--- config.mk ---
export PLATFORM = sky130hd
export DESIGN_NAME = aer_in_rx
export DESIGN_NICKNAME = d
export VERILOG_FILES = /design/src/rtl/snn_aer_pkg.sv /design/src/rtl/aer_evt_fifo.sv /design/src/rtl/aer_in_rx.sv
export SDC_FILE = /design/constraint.sdc
export NUM_CORES = 1
export LEC_CHECK = 0
export CORE_MARGIN = 8
export CORE_UTILIZATION = 24
export CTS_CLUSTER_SIZE = 25
export DETAILED_ROUTE_END_ITERATION = 8
export PLACE_DENSITY = 0.4
export SLEW_MARGIN = 25
export SYNTH_ARGS = -nofsm -noshare
export SYNTH_HDL_FRONTEND = slang
export SYNTH_SLANG_ARGS = --single-unit
--- constraint.sdc ---
create_clock -name CLK -period 2.4 [get_ports CLK]
set_clock_uncertainty 0.2 [all_clocks]
set_input_delay 0.24 -clock CLK [delete_from_list [all_inputs] [get_ports CLK]]
set_output_delay 0.24 -clock CLK [all_outputs]
set_load 0.05 [all_outputs]
--- src/rtl/snn_aer_pkg.sv ---
// snn_aer_pkg: shared AER link types, defaults and constants
package snn_aer_pkg;
    localparam int IMAGE_SIZE = 256;
    localparam int IMAGE_SIZE_BITS = $clog2(IMAGE_SIZE);
    typedef logic [IMAGE_SIZE_BITS:0] aer_addr_t;
    typedef enum logic {IDLE, ACK_HI} aer_rx_state_t;
    localparam logic [15:0] EVT_TOTAL_MAX = 16'hFFFF;
endpackage

--- src/rtl/aer_evt_fifo.sv ---
// aer_evt_fifo: synchronous first-word-fall-through event FIFO with registered head
module aer_evt_fifo #(
    parameter int WIDTH = 9,
    parameter int DEPTH = 4,
    parameter int DEPTH_BITS = $clog2(DEPTH)
) (
    input  logic                  CLK,
    input  logic                  RST,
    input  logic                  PUSH,
    input  logic [WIDTH-1:0]      DIN,
    input  logic                  POP,
    output logic [WIDTH-1:0]      DOUT,
    output logic                  FULL,
    output logic                  EMPTY,
    output logic [DEPTH_BITS:0]   COUNT
);
    logic [WIDTH-1:0] mem [DEPTH];
    logic [DEPTH_BITS-1:0] wr_ptr, rd_ptr, rd_nxt;
    logic [DEPTH_BITS:0] count_nxt;
    logic wr_en, rd_en;

    assign EMPTY = COUNT == '0;
    assign FULL = COUNT == (DEPTH_BITS+1)'(DEPTH);
    assign rd_en = POP && !EMPTY;
    assign wr_en = PUSH && (!FULL || rd_en);
    assign rd_nxt = rd_en ? rd_ptr + 1'b1 : rd_ptr;

    // occupancy after this edge: a simultaneous push and pop cancel out
    always_comb begin
        count_nxt = (wr_en && !rd_en) ? COUNT + 1'b1 : (rd_en && !wr_en) ? COUNT - 1'b1 : COUNT;
    end

    // storage array, written at the tail
    always_ff @(posedge CLK) begin
        if (wr_en) mem[wr_ptr] <= DIN;
    end

    // pointers, count and the head register; head holds its last value once empty
    always_ff @(posedge CLK) begin
        if (RST) begin
            wr_ptr <= '0;
            rd_ptr <= '0;
            COUNT  <= '0;
            DOUT   <= '0;
        end else begin
            if (wr_en) wr_ptr <= wr_ptr + 1'b1;
            rd_ptr <= rd_nxt;
            COUNT  <= count_nxt;
            if (count_nxt != '0) DOUT <= (wr_en && wr_ptr == rd_nxt) ? DIN : mem[rd_nxt];
        end
    end
endmodule

--- src/rtl/aer_in_rx.sv ---
// aer_in_rx: 4-phase AER input receiver feeding a valid/ready event stream
module aer_in_rx #(
    parameter int IMAGE_SIZE = snn_aer_pkg::IMAGE_SIZE,
    parameter int IMAGE_SIZE_BITS = $clog2(IMAGE_SIZE),
    parameter int FIFO_DEPTH = 4,
    parameter int FIFO_DEPTH_BITS = $clog2(FIFO_DEPTH)
) (
    input  logic                       CLK,
    input  logic                       RST,
    input  logic [IMAGE_SIZE_BITS:0]   AERIN_ADDR,
    input  logic                       AERIN_REQ,
    output logic                       AERIN_ACK,
    output logic [IMAGE_SIZE_BITS:0]   EVT_ADDR,
    output logic                       EVT_VALID,
    input  logic                       EVT_READY,
    output logic [FIFO_DEPTH_BITS:0]   FIFO_COUNT,
    output logic [15:0]                EVT_TOTAL
);
    import snn_aer_pkg::*;

    aer_rx_state_t state, state_nxt;
    logic req_sync_int, req_sync;
    logic push, pop, fifo_full, fifo_empty;

    assign EVT_VALID = !fifo_empty;
    assign pop = EVT_VALID && EVT_READY;

    // two-flop synchroniser for the asynchronous request
    always_ff @(posedge CLK) begin
        if (RST) begin
            req_sync_int <= 1'b0;
            req_sync     <= 1'b0;
        end else begin
            req_sync_int <= AERIN_REQ;
            req_sync     <= req_sync_int;
        end
    end

    // capture when a request is pending and a slot is free, counting a same-cycle pop
    always_comb begin
        push = 1'b0;
        state_nxt = state;
        push = (state == IDLE) && req_sync && (!fifo_full || pop);
        state_nxt = push ? ACK_HI : (state == ACK_HI && !req_sync) ? IDLE : state;
    end

    // state register, registered acknowledge and saturating event counter
    always_ff @(posedge CLK) begin
        if (RST) begin
            state     <= IDLE;
            AERIN_ACK <= 1'b0;
            EVT_TOTAL <= '0;
        end else begin
            state     <= state_nxt;
            AERIN_ACK <= state_nxt == ACK_HI;
            if (push && EVT_TOTAL != EVT_TOTAL_MAX) EVT_TOTAL <= EVT_TOTAL + 1'b1;
        end
    end

    aer_evt_fifo #(
        .WIDTH(IMAGE_SIZE_BITS+1),
        .DEPTH(FIFO_DEPTH),
        .DEPTH_BITS(FIFO_DEPTH_BITS)
    ) u_fifo (
        .CLK(CLK),
        .RST(RST),
        .PUSH(push),
        .DIN(AERIN_ADDR),
        .POP(pop),
        .DOUT(EVT_ADDR),
        .FULL(fifo_full),
        .EMPTY(fifo_empty),
        .COUNT(FIFO_COUNT)
    );
endmodule

# ---- After elaboration in Yosys (flattened, before gate mapping)
# Memories as Yosys holds them, arrays and structs flattened. A register that Yosys moved wholly into a read port is not among the register bits.
# Cells that the tools add are included.
# Widths: inputs -> output; s select.
dict set report word_totals {
  reg_bits 26
  mem_bits_rw 36
  out_inout_bits 30
  elab_cells 42
  mem_count 1
}
dict set report classes {
  n_addsub 5
  n_eq_ne 2
  muxes 7
  n_bitwise 1
  reduce_logical 19
}
# name depth width read_ports rd_clocked_by_memory_dff write_ports line_no
set mem_list {}
lappend mem_list {u_fifo.mem 4 9 1 1 1 aer_evt_fifo.sv:17} ;# logic [WIDTH-1:0] mem [DEPTH];
# op n
set op_table {}
lappend op_table {{$add 16x1->16 const B} 1}
lappend op_table {{$ne 16x16->1 const B} 1}
lappend op_table {{$logic_and 1x1->1} 9}
lappend op_table {{$mux 3} 2}
lappend op_table {{$logic_not 1->1} 5}
lappend op_table {{$add 2x1->2 const B} 2}
lappend op_table {{$mux 1} 4}
lappend op_table {{$add 3x1->3 const B} 1}
lappend op_table {{$eq 3x3->1 const B} 1}
lappend op_table {{$logic_not 3->1} 1}
lappend op_table {{$reduce_bool 3->1} 1}
lappend op_table {{$sub 3x1->3 const B} 1}
lappend op_table {{$logic_or 1x1->1} 2}
lappend op_table {{$mux 2} 1}
lappend op_table {{$reduce_bool 2->1} 1}
lappend op_table {{$not 1->1} 1}

# ---- Longest topological paths before layout
dict set report logic_depth {
  ltp_word 11
  depth_mapped 10
}

# ---- Modules after synthesis
# Synthesis repeated with hierarchy kept, for this count alone.
dict set report hier_totals {
  hier_cells 261
  area_unflattened_um2 3300.7
}
# mod instances cells_per_inst area_each_um2 seq_area_each_um2
set by_module_without_submodules {}
lappend by_module_without_submodules {aer_evt_fifo 1 152 2290.9 1401.3}
lappend by_module_without_submodules {aer_in_rx 1 109 1009.7 380.4}

# ---- Least setup slack after synthesis
# OpenSTA, ideal clock, no wires.
dict set report synth_timing {
  kind {reg2reg}
  start {reg u_fifo.COUNT[1]}
  end {reg u_fifo.DOUT[6] (read register of u_fifo.mem)}
  t_arrival_ns 2.670
  path_slack_ns -0.595
  stages_incl_launch_ff 11
  synth_period_minus_slack_ns 2.995
  path_cell_list {dfxtp_1 inv_1 ha_1 nor2b_4 inv_4 nand3_1 and3_1 a211oi_2 buf_2 a2111o_1 nand3_1}
}
dict set report synth_between {
  elab_chain_len 11
}
# item line_no
set synth_lines {}
lappend synth_lines {{start: declaration} aer_evt_fifo.sv:15} ;# output logic [DEPTH_BITS:0] COUNT
lappend synth_lines {{start signal: assignment} aer_evt_fifo.sv:48} ;# COUNT <= count_nxt;
lappend synth_lines {{$logic_not 3->1 *} aer_evt_fifo.sv:22} ;# assign EMPTY = COUNT == '0;
lappend synth_lines {{$logic_not 1->1 *} aer_in_rx.sv:25} ;# assign EVT_VALID = !fifo_empty;
lappend synth_lines {{via EVT_VALID} aer_in_rx.sv:14} ;# output logic EVT_VALID,
lappend synth_lines {{$logic_and 1x1->1} aer_in_rx.sv:26} ;# assign pop = EVT_VALID && EVT_READY;
lappend synth_lines {{$logic_or 1x1->1 / $logic_and 1x1->1 (equally long branches)} {aer_in_rx.sv:43, aer_evt_fifo.sv:24}}
lappend synth_lines {{$logic_and 1x1->1 / $logic_or 1x1->1 (equally long branches)} {aer_in_rx.sv:43, aer_evt_fifo.sv:25}}
lappend synth_lines {{$logic_and 1x1->1} aer_evt_fifo.sv:25} ;# assign wr_en = PUSH && (!FULL || rd_en);
lappend synth_lines {{$logic_not 1->1} aer_evt_fifo.sv:30} ;# count_nxt = (wr_en && !rd_en) ? COUNT + 1'b1 : (rd_en && !wr_en) ? COUNT - 1'b1 : COUNT;
lappend synth_lines {{$logic_and 1x1->1} aer_evt_fifo.sv:30}
lappend synth_lines {{$mux 3 (2 in a row)} aer_evt_fifo.sv:30}
lappend synth_lines {{$reduce_bool 3->1} aer_evt_fifo.sv:49} ;# if (count_nxt != '0) DOUT <= (wr_en && wr_ptr == rd_nxt) ? DIN : mem[rd_nxt];
lappend synth_lines {{end: declaration} aer_evt_fifo.sv:12} ;# output logic [WIDTH-1:0] DOUT,
# Mark *: on every way through the listed nets, which the timed path passes. The rest lies on a longest branch.
# A chain may end at the register's enable or synchronous reset.

# ---- Worst setup path in the final report
dict set report layout_timing {
  start {reg u_fifo.COUNT[1]}
  end {reg u_fifo.DOUT[1] (read register of u_fifo.mem)}
}
dict set report layout_between {
  elab_chain_len 11
}
# item line_no
set layout_lines {}
lappend layout_lines {{$logic_not 3->1} aer_evt_fifo.sv:22}
lappend layout_lines {{$logic_not 1->1} {aer_evt_fifo.sv:24, aer_in_rx.sv:25}}
lappend layout_lines {{$logic_and 1x1->1} aer_in_rx.sv:26}
lappend layout_lines {{$logic_or 1x1->1 / $logic_and 1x1->1 (equally long branches)} {aer_in_rx.sv:43, aer_evt_fifo.sv:24}}
lappend layout_lines {{$logic_and 1x1->1 / $logic_or 1x1->1 (equally long branches)} {aer_in_rx.sv:43, aer_evt_fifo.sv:25}}
lappend layout_lines {{$logic_and 1x1->1} aer_evt_fifo.sv:25}
lappend layout_lines {{$logic_not 1->1} aer_evt_fifo.sv:30}
lappend layout_lines {{$logic_and 1x1->1} aer_evt_fifo.sv:30}
lappend layout_lines {{$mux 3 (2 in a row)} aer_evt_fifo.sv:30}
lappend layout_lines {{$reduce_bool 3->1} aer_evt_fifo.sv:49}
# Parallel ways exist; a longest one is shown, timed or not.

==> results_dict.tcl <==
set metrics [dict create \
    post-synth-top-count-cell "mux2i_1" \
    setup_slack_ns 0.0573 \
    layout_worst_path_cycle_share_pct 97.6 \
    seq_area_frac_synth_pct 49.2 \
    setup_viol_count_final 0 \
    synth_area_mm2 0.00362 \
    worst-slew-pin-transition_ns 0.810 \
    grt_pass1_vias 2937 \
    synth_largest_type_area_fraction_pct 29.8 \
    maxClockFrequency_mhz 427 \
    synth_area_per_cell_um2 11.7 \
    avgViaCountPerCell 4.82 \
    worstPathRequired_ns 2.47 \
    worst_hold_startpoint "AERIN_REQ" \
    pin_count 43 \
    area.growth.synth_to_final_pct 37.1 \
    cts-root-to-sink-buffers 2 \
    path_max_fanout 7 \
    finalNonFillerCells 577 \
    nNetsFinal 405 \
    layout_min_cycle_time_ns 2.34 \
    crit_path_kind "register to register" \
    max_slew_margin_pct 45.9 \
    clk_pin_slew_worst_paths_ns 0.06 \
    largest_net_degree_at_the_start_of_global_routing 32 \
    drc 0 \
    synth_cells 309 \
    layout-drive-gt1-share_pct 21.6 \
    timing_hold_violations_final 0 \
    antenna_cells 0 \
    synth.largest_area_cell "edfxtp_1" \
    drt-wirelength-per-cell_um 17.9 \
    die_h_um 139 \
    vdd_drop_max_mv 0.336 \
    cp-start-kind "register" \
    drt_pass1_iterations 4 \
    worstSkewPairLatency_ns 0.33 \
    global_placement_routability_congestion 0.749 \
    die_area_mm2 0.0193 \
    endpoint_kind "register" \
    post-place-cells 551 \
    report.final.slew_viol_count 0 \
    yosys_most_used_dff "edfxtp_1" \
    number_of_enable_flip_flop_cells_after_synthesis 36 \
    antenna_left 0 \
    cts-hold-fix-buffers 0 \
    cts_tree "built" \
    numClockSinks 71 \
    p_leak_uw 0.00185 \
    synth_cell_type_count 50 \
    initialDrtViolationCount 140 \
    io_buffers 42 \
    signal_arrival_time_at_the_worst_endpoint_ns 2.42 \
    max_capacitance_violation_count 0 \
    launching_instance_or_port_of_the_critical_path "u_fifo.COUNT[1]" \
    postSynthRegisterBits 71 \
    floorplan.initialDensity_pct 24.2 \
    yosysWarnings 0 \
    chipWidth_um 139 \
    async_flop_share_pct 0 \
    post-place-ws_ns -0.194 \
    synth_top_cells_by_count "mux2i_1 (37), edfxtp_1 (36), dfxtp_1 (35), nor2_1 (26), nand3_1 (17)" \
    grt_setup_unrepaired "true" \
    placeableCoreArea_mm2 0.0150 \
    synthesized_netlist_net_count 330 \
    power.total_uw 4860 \
    ys_top_cells_by_area "edfxtp_1 (30%), dfxtp_1 (19%), mux2i_1 (10%)" \
    status "finished clean" \
    grt_util_all_layers_pct 10.5 \
    detailedPlacementHpwl_um 6850 \
    cell_rows 45 \
    fin_setup_tns_ns 0 \
    power_density_mw_per_mm2 978 \
    grt_antenna_before_repair 0 \
    rr_startpoint "u_fifo.COUNT[1]" \
    postRouteWirelength_um 10300 \
    dr_total_vias 2782 \
    global_route.overflow_total 0 \
    tritoncts.num_buffers 9 \
    cts-root-buf "clkbuf_16" \
    timing.hold.worst.class "input pin to register" \
    grt_pass1_wl_um 15800 \
    htreeDepth 3 \
]
[final cells by class]
| cell class | instances | area [um^2] |
|---|---|---|
| repair buffers | 77 | 800 |
| fillers | 1532 | 10000 |
| well taps | 188 | 235 |
| inverters | 9 | 43.8 |
| clock inverters | 5 | 26.3 |
| multi-input cells | 216 | 1840 |
| clock buffers | 11 | 233 |
| flip-flops and latches | 71 | 1790 |
[registers in the layout, summed over array words and instances (netlist names), 2 cells and up]
signal and count:
u_fifo.rd_ptr 2, u_fifo.COUNT 3, u_fifo.wr_ptr 2, EVT_TOTAL 16, u_fifo.DOUT 9, u_fifo.mem 36
[timing repair]
item	4_1_cts	5_1_grt
resized for setup	2	15
pin swaps	0	2
cloned	0	4
setup endpoints to repair	1	9
buffers inserted	0	6
[stage by stage]
step	utilization (%)	hold slack [ns]	instance area (um^2)
final	33.2	0.261	4970
after floorplan	-	0.139	3670
after CTS	32.0	0.248	4790
after global routing	33.2	0.273	4970
after global placement	30.3	0.240	4530
after detailed placement	30.3	0.244	4530
[worst max-delay path, cell delays in order, from the launching register on]
cell and delay [ns]:
dfxtp_4 0.35, inv_4 0.06, ha_4 0.14, nor2b_4 0.19, clkinv_4 0.11, buf_12 0.17, nand2_8 0.12, mux2i_1 0.08
mux4_2 0.49, a2111o_1 0.30, nand3_1 0.07
[per-layer routing]
metal | vias up | GRT usage (%) | wire length [um]
met3 | 9 | 3.48 | 446
met2 | 51 | 18.9 | 5220
met4 | 0 | 3.64 | 123
li1 | 1341 | - | -
met1 | 1381 | 11.3 | 4540
met5 | - | 0 | 0
[kinds of logic (layout without fill, tap and decap cells)]
group | Yosys count | after routing | synth area share (%)
compound gates | 45 | 45 | 10.3
simple gates | 97 | 101 | 14.2
flops | 71 | 71 | 49.2
buf+inv | 26 | 102 | 3.87
mux | 46 | 46 | 15.8
xor+xnor | 16 | 16 | 3.87
fa+ha+maj | 8 | 8 | 2.76
[placed cells by master (no fill, tap or decap), types with 10 or more instances in the layout]
cell type / instances
clkdlybuf4s50_1: 40
mux2i_1: 37
edfxtp_1: 36
dfxtp_1: 32
nor2_1: 26
buf_4: 26
nand3_1: 16
nand2_1: 14
nand4_1: 11
xnor2_1: 10
[power by group]
group | internal [uW] | total [uW] | switching [uW]
registers | 1370 | 1430 | 63.8
clock network | 693 | 1200 | 508
logic | 989 | 2220 | 1230
[worst paths after layout]
path                                        to  slack, ns  cells past startpoint
worst max-delay path            u_fifo.DOUT[1]       0.06                     10
worst min-delay path              req_sync_int       0.26                      2
worst max register to register  u_fifo.DOUT[1]       0.06                     10
worst min register to register        req_sync       0.27                      1
Power figures use the tool's default switching activity.
